[config.mk]
export PLATFORM = sky130hd
export DESIGN_NAME = lc3_mem_arbiter
export DESIGN_NICKNAME = d
export VERILOG_FILES = /design/src/rtl/lc3_mem_arb_pkg.sv /design/src/rtl/lc3_rr_arb2.sv /design/src/rtl/lc3_mem_arbiter.sv
export SDC_FILE = /design/constraint.sdc
export NUM_CORES = 1
export LEC_CHECK = 0
export ABC_AREA = 1
export ABC_CLOCK_PERIOD_IN_PS = 3600
export CORE_ASPECT_RATIO = 2
export CORE_MARGIN = 4
export CORE_UTILIZATION = 43
export DETAILED_ROUTE_END_ITERATION = 10
export GPL_ROUTABILITY_DRIVEN = 0
export PLACE_DENSITY = 0.81
export SYNTH_ARGS = -nofsm -noshare
export SYNTH_HDL_FRONTEND = slang
export SYNTH_SLANG_ARGS = --single-unit
[constraint.sdc]
create_clock -name clk -period 3.6 [get_ports clk]
set_clock_uncertainty 0.05 [all_clocks]
set_input_delay 0.72 -clock clk [delete_from_list [all_inputs] [get_ports clk]]
set_output_delay 0.72 -clock clk [all_outputs]
set_load 0.02 [all_outputs]
[src/rtl/lc3_mem_arb_pkg.sv]
// Shared types and constants for the LC-3 memory arbiter.
//   state_e    : sequencer states (IDLE / ACCESS / RESP)
//   GRANT_*    : one-hot owner encodings on the grant bus
//   CNT_W      : width of the access-latency down-counter
package lc3_mem_arb_pkg;

  typedef enum logic [1:0] {
    IDLE   = 2'd0,
    ACCESS = 2'd1,
    RESP   = 2'd2
  } state_e;

  localparam logic [1:0] GRANT_NONE = 2'b00;
  localparam logic [1:0] GRANT_CPU  = 2'b01;
  localparam logic [1:0] GRANT_DBG  = 2'b10;

  localparam int unsigned CNT_W = 4;

endpackage

[src/rtl/lc3_rr_arb2.sv]
// Combinational two-way winner pick for the LC-3 memory arbiter.
//   req[0]     : CPU request
//   req[1]     : debug request
//   last_grant : owner of the previous access (GRANT_* encoding)
//   win        : one-hot winner (GRANT_* encoding), GRANT_NONE if no request
// DBG_PRIO=1 gives debug every tie; otherwise ties go to the port
// opposite last_grant.
module lc3_rr_arb2
  import lc3_mem_arb_pkg::*;
#(
  parameter int unsigned DBG_PRIO = 0
) (
  input  logic [1:0] req,
  input  logic [1:0] last_grant,
  output logic [1:0] win
);

  always_comb begin
    win = GRANT_NONE;
    if (req == 2'b01) begin
      win = GRANT_CPU;
    end else if (req == 2'b10) begin
      win = GRANT_DBG;
    end else if (req == 2'b11) begin
      if (DBG_PRIO != 0) begin
        win = GRANT_DBG;
      end else if (last_grant == GRANT_DBG) begin
        win = GRANT_CPU;
      end else begin
        win = GRANT_DBG;
      end
    end
  end

endmodule

[src/rtl/lc3_mem_arbiter.sv]
// Two-port arbiter and access sequencer for the single LC-3 memory array.
//   clk, rst                 : clock (rising edge), async active-high reset
//   cpu_req/we/addr/wdata    : CPU access request, held until cpu_ready
//   cpu_ready, cpu_rdata     : one-cycle completion pulse, registered read data
//   dbg_req/we/addr/wdata    : debug/loader access request, held until dbg_ready
//   dbg_ready, dbg_rdata     : one-cycle completion pulse, registered read data
//   mem_en/we/addr/wdata     : memory strobes, held for MEM_LAT cycles per access
//   mem_rdata                : memory read data, valid in the last mem_en cycle
//   grant                    : one-hot owner (01 CPU, 10 debug, 00 none)
// A request sampled in IDLE is latched into the mem_* registers, held for
// MEM_LAT cycles (ACCESS), then the owner gets a one-cycle ready (RESP).
module lc3_mem_arbiter
  import lc3_mem_arb_pkg::*;
#(
  parameter int unsigned MEM_LAT  = 2,
  parameter int unsigned DBG_PRIO = 0
) (
  input  logic        clk,
  input  logic        rst,
  input  logic        cpu_req,
  input  logic        cpu_we,
  input  logic [15:0] cpu_addr,
  input  logic [15:0] cpu_wdata,
  output logic        cpu_ready,
  output logic [15:0] cpu_rdata,
  input  logic        dbg_req,
  input  logic        dbg_we,
  input  logic [15:0] dbg_addr,
  input  logic [15:0] dbg_wdata,
  output logic        dbg_ready,
  output logic [15:0] dbg_rdata,
  output logic        mem_en,
  output logic        mem_we,
  output logic [15:0] mem_addr,
  output logic [15:0] mem_wdata,
  input  logic [15:0] mem_rdata,
  output logic [1:0]  grant
);

  localparam logic [CNT_W-1:0] CNT_LOAD = CNT_W'(MEM_LAT - 1);

  state_e             state_q, state_d;
  logic [CNT_W-1:0]   cnt_q, cnt_d;
  logic [1:0]         last_grant_q, last_grant_d;
  logic [1:0]         grant_q, grant_d;
  logic               mem_en_q, mem_en_d;
  logic               mem_we_q, mem_we_d;
  logic [15:0]        mem_addr_q, mem_addr_d;
  logic [15:0]        mem_wdata_q, mem_wdata_d;
  logic               cpu_ready_q, cpu_ready_d;
  logic               dbg_ready_q, dbg_ready_d;
  logic [15:0]        cpu_rdata_q, cpu_rdata_d;
  logic [15:0]        dbg_rdata_q, dbg_rdata_d;
  logic [1:0]         win;

  lc3_rr_arb2 #(
    .DBG_PRIO(DBG_PRIO)
  ) u_pick (
    .req       ({dbg_req, cpu_req}),
    .last_grant(last_grant_q),
    .win       (win)
  );

  always_comb begin
    state_d      = state_q;
    cnt_d        = cnt_q;
    last_grant_d = last_grant_q;
    grant_d      = grant_q;
    mem_en_d     = mem_en_q;
    mem_we_d     = mem_we_q;
    mem_addr_d   = mem_addr_q;
    mem_wdata_d  = mem_wdata_q;
    cpu_ready_d  = 1'b0;
    dbg_ready_d  = 1'b0;
    cpu_rdata_d  = cpu_rdata_q;
    dbg_rdata_d  = dbg_rdata_q;

    unique case (state_q)
      IDLE: begin
        if (win != GRANT_NONE) begin
          // The mem_* registers double as the request latch, so inputs
          // changing during ACCESS cannot disturb the access.
          grant_d      = win;
          last_grant_d = win;
          mem_en_d     = 1'b1;
          cnt_d        = CNT_LOAD;
          state_d      = ACCESS;
          if (win == GRANT_CPU) begin
            mem_we_d    = cpu_we;
            mem_addr_d  = cpu_addr;
            mem_wdata_d = cpu_wdata;
          end else begin
            mem_we_d    = dbg_we;
            mem_addr_d  = dbg_addr;
            mem_wdata_d = dbg_wdata;
          end
        end
      end
      ACCESS: begin
        if (cnt_q == '0) begin
          mem_en_d = 1'b0;
          mem_we_d = 1'b0;
          state_d  = RESP;
          if (grant_q == GRANT_CPU) begin
            cpu_rdata_d = mem_rdata;
            cpu_ready_d = 1'b1;
          end else begin
            dbg_rdata_d = mem_rdata;
            dbg_ready_d = 1'b1;
          end
        end else begin
          cnt_d = cnt_q - CNT_W'(1);
        end
      end
      RESP: begin
        grant_d = GRANT_NONE;
        state_d = IDLE;
      end
      default: begin
        state_d = IDLE;
      end
    endcase
  end

  always_ff @(posedge clk or posedge rst) begin
    if (rst) begin
      state_q      <= IDLE;
      cnt_q        <= '0;
      last_grant_q <= GRANT_DBG;
      grant_q      <= GRANT_NONE;
      mem_en_q     <= 1'b0;
      mem_we_q     <= 1'b0;
      mem_addr_q   <= '0;
      mem_wdata_q  <= '0;
      cpu_ready_q  <= 1'b0;
      dbg_ready_q  <= 1'b0;
      cpu_rdata_q  <= '0;
      dbg_rdata_q  <= '0;
    end else begin
      state_q      <= state_d;
      cnt_q        <= cnt_d;
      last_grant_q <= last_grant_d;
      grant_q      <= grant_d;
      mem_en_q     <= mem_en_d;
      mem_we_q     <= mem_we_d;
      mem_addr_q   <= mem_addr_d;
      mem_wdata_q  <= mem_wdata_d;
      cpu_ready_q  <= cpu_ready_d;
      dbg_ready_q  <= dbg_ready_d;
      cpu_rdata_q  <= cpu_rdata_d;
      dbg_rdata_q  <= dbg_rdata_d;
    end
  end

  assign cpu_ready = cpu_ready_q;
  assign cpu_rdata = cpu_rdata_q;
  assign dbg_ready = dbg_ready_q;
  assign dbg_rdata = dbg_rdata_q;
  assign mem_en    = mem_en_q;
  assign mem_we    = mem_we_q;
  assign mem_addr  = mem_addr_q;
  assign mem_wdata = mem_wdata_q;
  assign grant     = grant_q;

endmodule

==> results.cfg <==
[worst_setup_path]
worstPathMaxFanout = 30
crit_start = dbg_req
reg2reg_setup_slack_ns = 1.82
crit_top_cell = nand2_1
cp_slowest_cell = clkdlybuf4s50_1
timing.rr.start = state_q[0]$_DFFE_PP0P_
arrival_ns = 2.45
max_stage_delay_ns = 0.52
cp_cell_sequence = clkdlybuf4s50_1 > inv_1 > nand2_2 > buf_4 > nand3_1 > nand2_1 > nand2_1 > nand2_1
worstSetupEndpointType = flop
cp.required_ns = 3.81
worstSetupPathType = input port to flop
cp-start-kind = input port

[clocking]
h-tree-depth = 3
root_buffer = clkbuf_16
post-cts-setup-buffers = 0
cts.reportedPaths.clkPinSlew_ns = 0.05
cts_resized = 0
clockBufferDepth = 2
cts.hold.buffers_added = 0
cts_buffers = 9
clk_latency_ns = 0.33
cts_num_sinks = 78
cts_tree = done

[die]
io_pins = 156
dieArea_sq_um = 10100
initial_utilization = 0.441
core_sq_um = 8230
fp.dieH_microns = 138
rows = 47
fp.dieW_microns = 72.9

[power_and_ir_drop]
p_per_area_nw_per_um2 = 895
clkPwrFrac = 0.176
p_leak_nw = 2.59
p_sw_frac = 0.400
seqPwrFrac = 0.316
p_int_mw = 2.93
p_switching_mw = 1.96
ir_drop_mv = 0.557
pwr-share-comb = 0.508

[detailed_routing]
via_count = 3391
post_drt_wl_per_cell_microns = 15.4
drt-initial-drc-count = 179
wl_microns = 10300
firstDrtPassIters = 4
drc = 0
viasPerCell = 5.08
antenna_left = 0

[global_route]
globalRouteMet3Util = 0.0602
busiest_layer = met2
grt_max_degree = 79
met2_usage = 0.368
use_met1 = 0.241
grt.total_usage = 0.216
overflow = 0
antenna_found_initial = 0
grt_pass1_vias = 3466
grt_pass1_wl_microns = 16600

[worst_hold_path]
min_path_type = flop to flop
hp-start = mem_addr[6]$_DFFE_PP0P_

[synthesis]
synthAdderAreaFrac = 0.00690
yosys.area_share.xor_xnor = 0.00241
ys_ff_latch = 78
syn_area_sq_um = 3630
synthSimpleGateAreaFrac = 0.244
postSynthAreaPerCell_sq_um = 8.68
yosys_warnings = 0
synth.distinct_cells = 24
synth_top_family_by_area = simple AND/OR/NAND/NOR gates
synthMuxAreaShare = 0
postSynthCellCount = 418
synth_compound_area_frac = 0.128
seq_area_frac_synth = 0.538
syn_nets = 506

[cells_and_area]
final_cell_count_no_fill = 668
final_cell_mix = clkdlybuf4s50_1, nand2_1, dfrtp_1
nNetsFinal = 653
layout_commonest_cell = clkdlybuf4s50_1
fill_cells = 674
drive_gt1_frac = 0.0807
num_antenna_cells = 0
area_delta_synth_final_pct = 50.7
final_area_sq_um = 5470

[timing]
slew_violations = 0
hold_viol = 0
min_period_over_period = 0.621
max_freq_mhz = 447
worst_slew_pin_slew_ns = 0.627
min_period_ns = 2.23
fin_setup_tns_ns = 0
final-setup-viol-count = 0
whs_ns = 0.426
rsz0062_at_grt = false
slew_headroom = 0.581

[flow_run]
cap_violations = 0

[run_status]
status = complete, no violations

[placed_design]
hpwl_microns = 7550
dpl_cell_area_sq_um = 5180
placedCellCount = 652
port_buffers = 155
final timing paths:
check | to | cells past startpoint
worst max-delay path | mem_addr[11]$_DFFE_PP0P_ | 8
min in group asynchronous | dbg_rdata[2]$_DFFE_PP0P_ | 3
worst min register to register | mem_addr[6]$_DFFE_PP0P_ | 2
max in group asynchronous | last_grant_q[1]$_DFFE_PP1P_ | 3
worst max register to register | grant[1]$_DFFE_PP0P_ | 6
worst min-delay path | mem_addr[6]$_DFFE_PP0P_ | 2
state kept, by name, indices dropped and copies added (netlist names), 2 cells and up:
| register | flops |
|---|---|
| mem_addr | 16 |
| dbg_rdata | 16 |
| cpu_rdata | 16 |
| cnt_q | 4 |
| mem_wdata | 16 |
| grant | 2 |
| state_q | 2 |
| last_grant_q | 2 |
cells by family (layout without fill, tap and decap cells):
kind of cell / Yosys count / count (layout)
and+or+nand+nor: 200 / 200
AOI/OAI and AO/OA: 81 / 81
DFF: 78 / 78
buffers and inverters: 56 / 208
adders and majority gates: 2 / 2
xor gates and xnor gates: 1 / 1
layer usage:
metal,wire (microns),vias to the layer above
met3,698,25
met2,5360,134
met5,0,-
met4,423,0
li1,-,1633
met1,3800,1599
cell type report:
| type | count | area [sq um] | area share |
|---|---|---|---|
| Inverter | 32 | 121 | 0.0222 |
| Tap cell | 98 | 123 | 0.0224 |
| Clock inverter | 5 | 50.0 | 0.00916 |
| Multi-Input combinational cell | 284 | 1390 | 0.253 |
| Clock buffer | 11 | 233 | 0.0426 |
| Timing Repair Buffer | 160 | 1600 | 0.293 |
| Sequential cell | 78 | 1950 | 0.357 |
per-stage QoR:
step                      power (mW)   util  setup slack [ns]
final                           4.89  0.664              1.37
after global routing            5.27  0.664              1.16
after CTS                       4.96  0.664              1.37
after detailed placement        4.07  0.630              1.05
after global placement          3.99  0.630              1.09
after floorplan                 2.97      -             0.837
critical path: cells and delay by family:
kind | cells | cell delay [ns]
simple gates | 5 | 0.76
buf+inv | 3 | 0.96
power by group through the flow:
| stage | registers, mW | clock network, mW | logic [mW] |
|---|---|---|---|
| after floorplan | 2.00 | 0 | 0.971 |
| after global placement | 1.54 | 0 | 2.45 |
| after detailed placement | 1.55 | 0 | 2.51 |
| after CTS | 1.55 | 0.885 | 2.53 |
| after global routing | 1.60 | 0.921 | 2.74 |
| final | 1.54 | 0.861 | 2.49 |
cell usage after synthesis:
| cell | instances | area share |
|---|---|---|
| clkbuf_1 | 2 | 0.0021 |
| o21ai_0 | 9 | 0.012 |
| buf_2 | 14 | 0.019 |
| o21ai_2 | 16 | 0.039 |
| nand2_2 | 4 | 0.0069 |
| buf_6 | 5 | 0.016 |
| nand3_2 | 1 | 0.0028 |
| dfrtp_1 | 77 | 0.53 |
| xor2_1 | 1 | 0.0024 |
| ha_1 | 2 | 0.0069 |
| o21ai_1 | 37 | 0.051 |
| inv_2 | 1 | 0.0010 |
| nor2_4 | 1 | 0.0031 |
| nand2_4 | 2 | 0.0062 |
| inv_1 | 31 | 0.032 |
| dfstp_2 | 1 | 0.0072 |
| nand2_1 | 146 | 0.15 |
| nand3_1 | 18 | 0.025 |
| clkbuf_8 | 2 | 0.0076 |
| nand3b_1 | 19 | 0.039 |
| nor2_1 | 8 | 0.0083 |
| buf_4 | 1 | 0.0021 |
| nand4_1 | 1 | 0.0017 |
| a21oi_1 | 19 | 0.026 |
(Power assumes the default switching activity.)
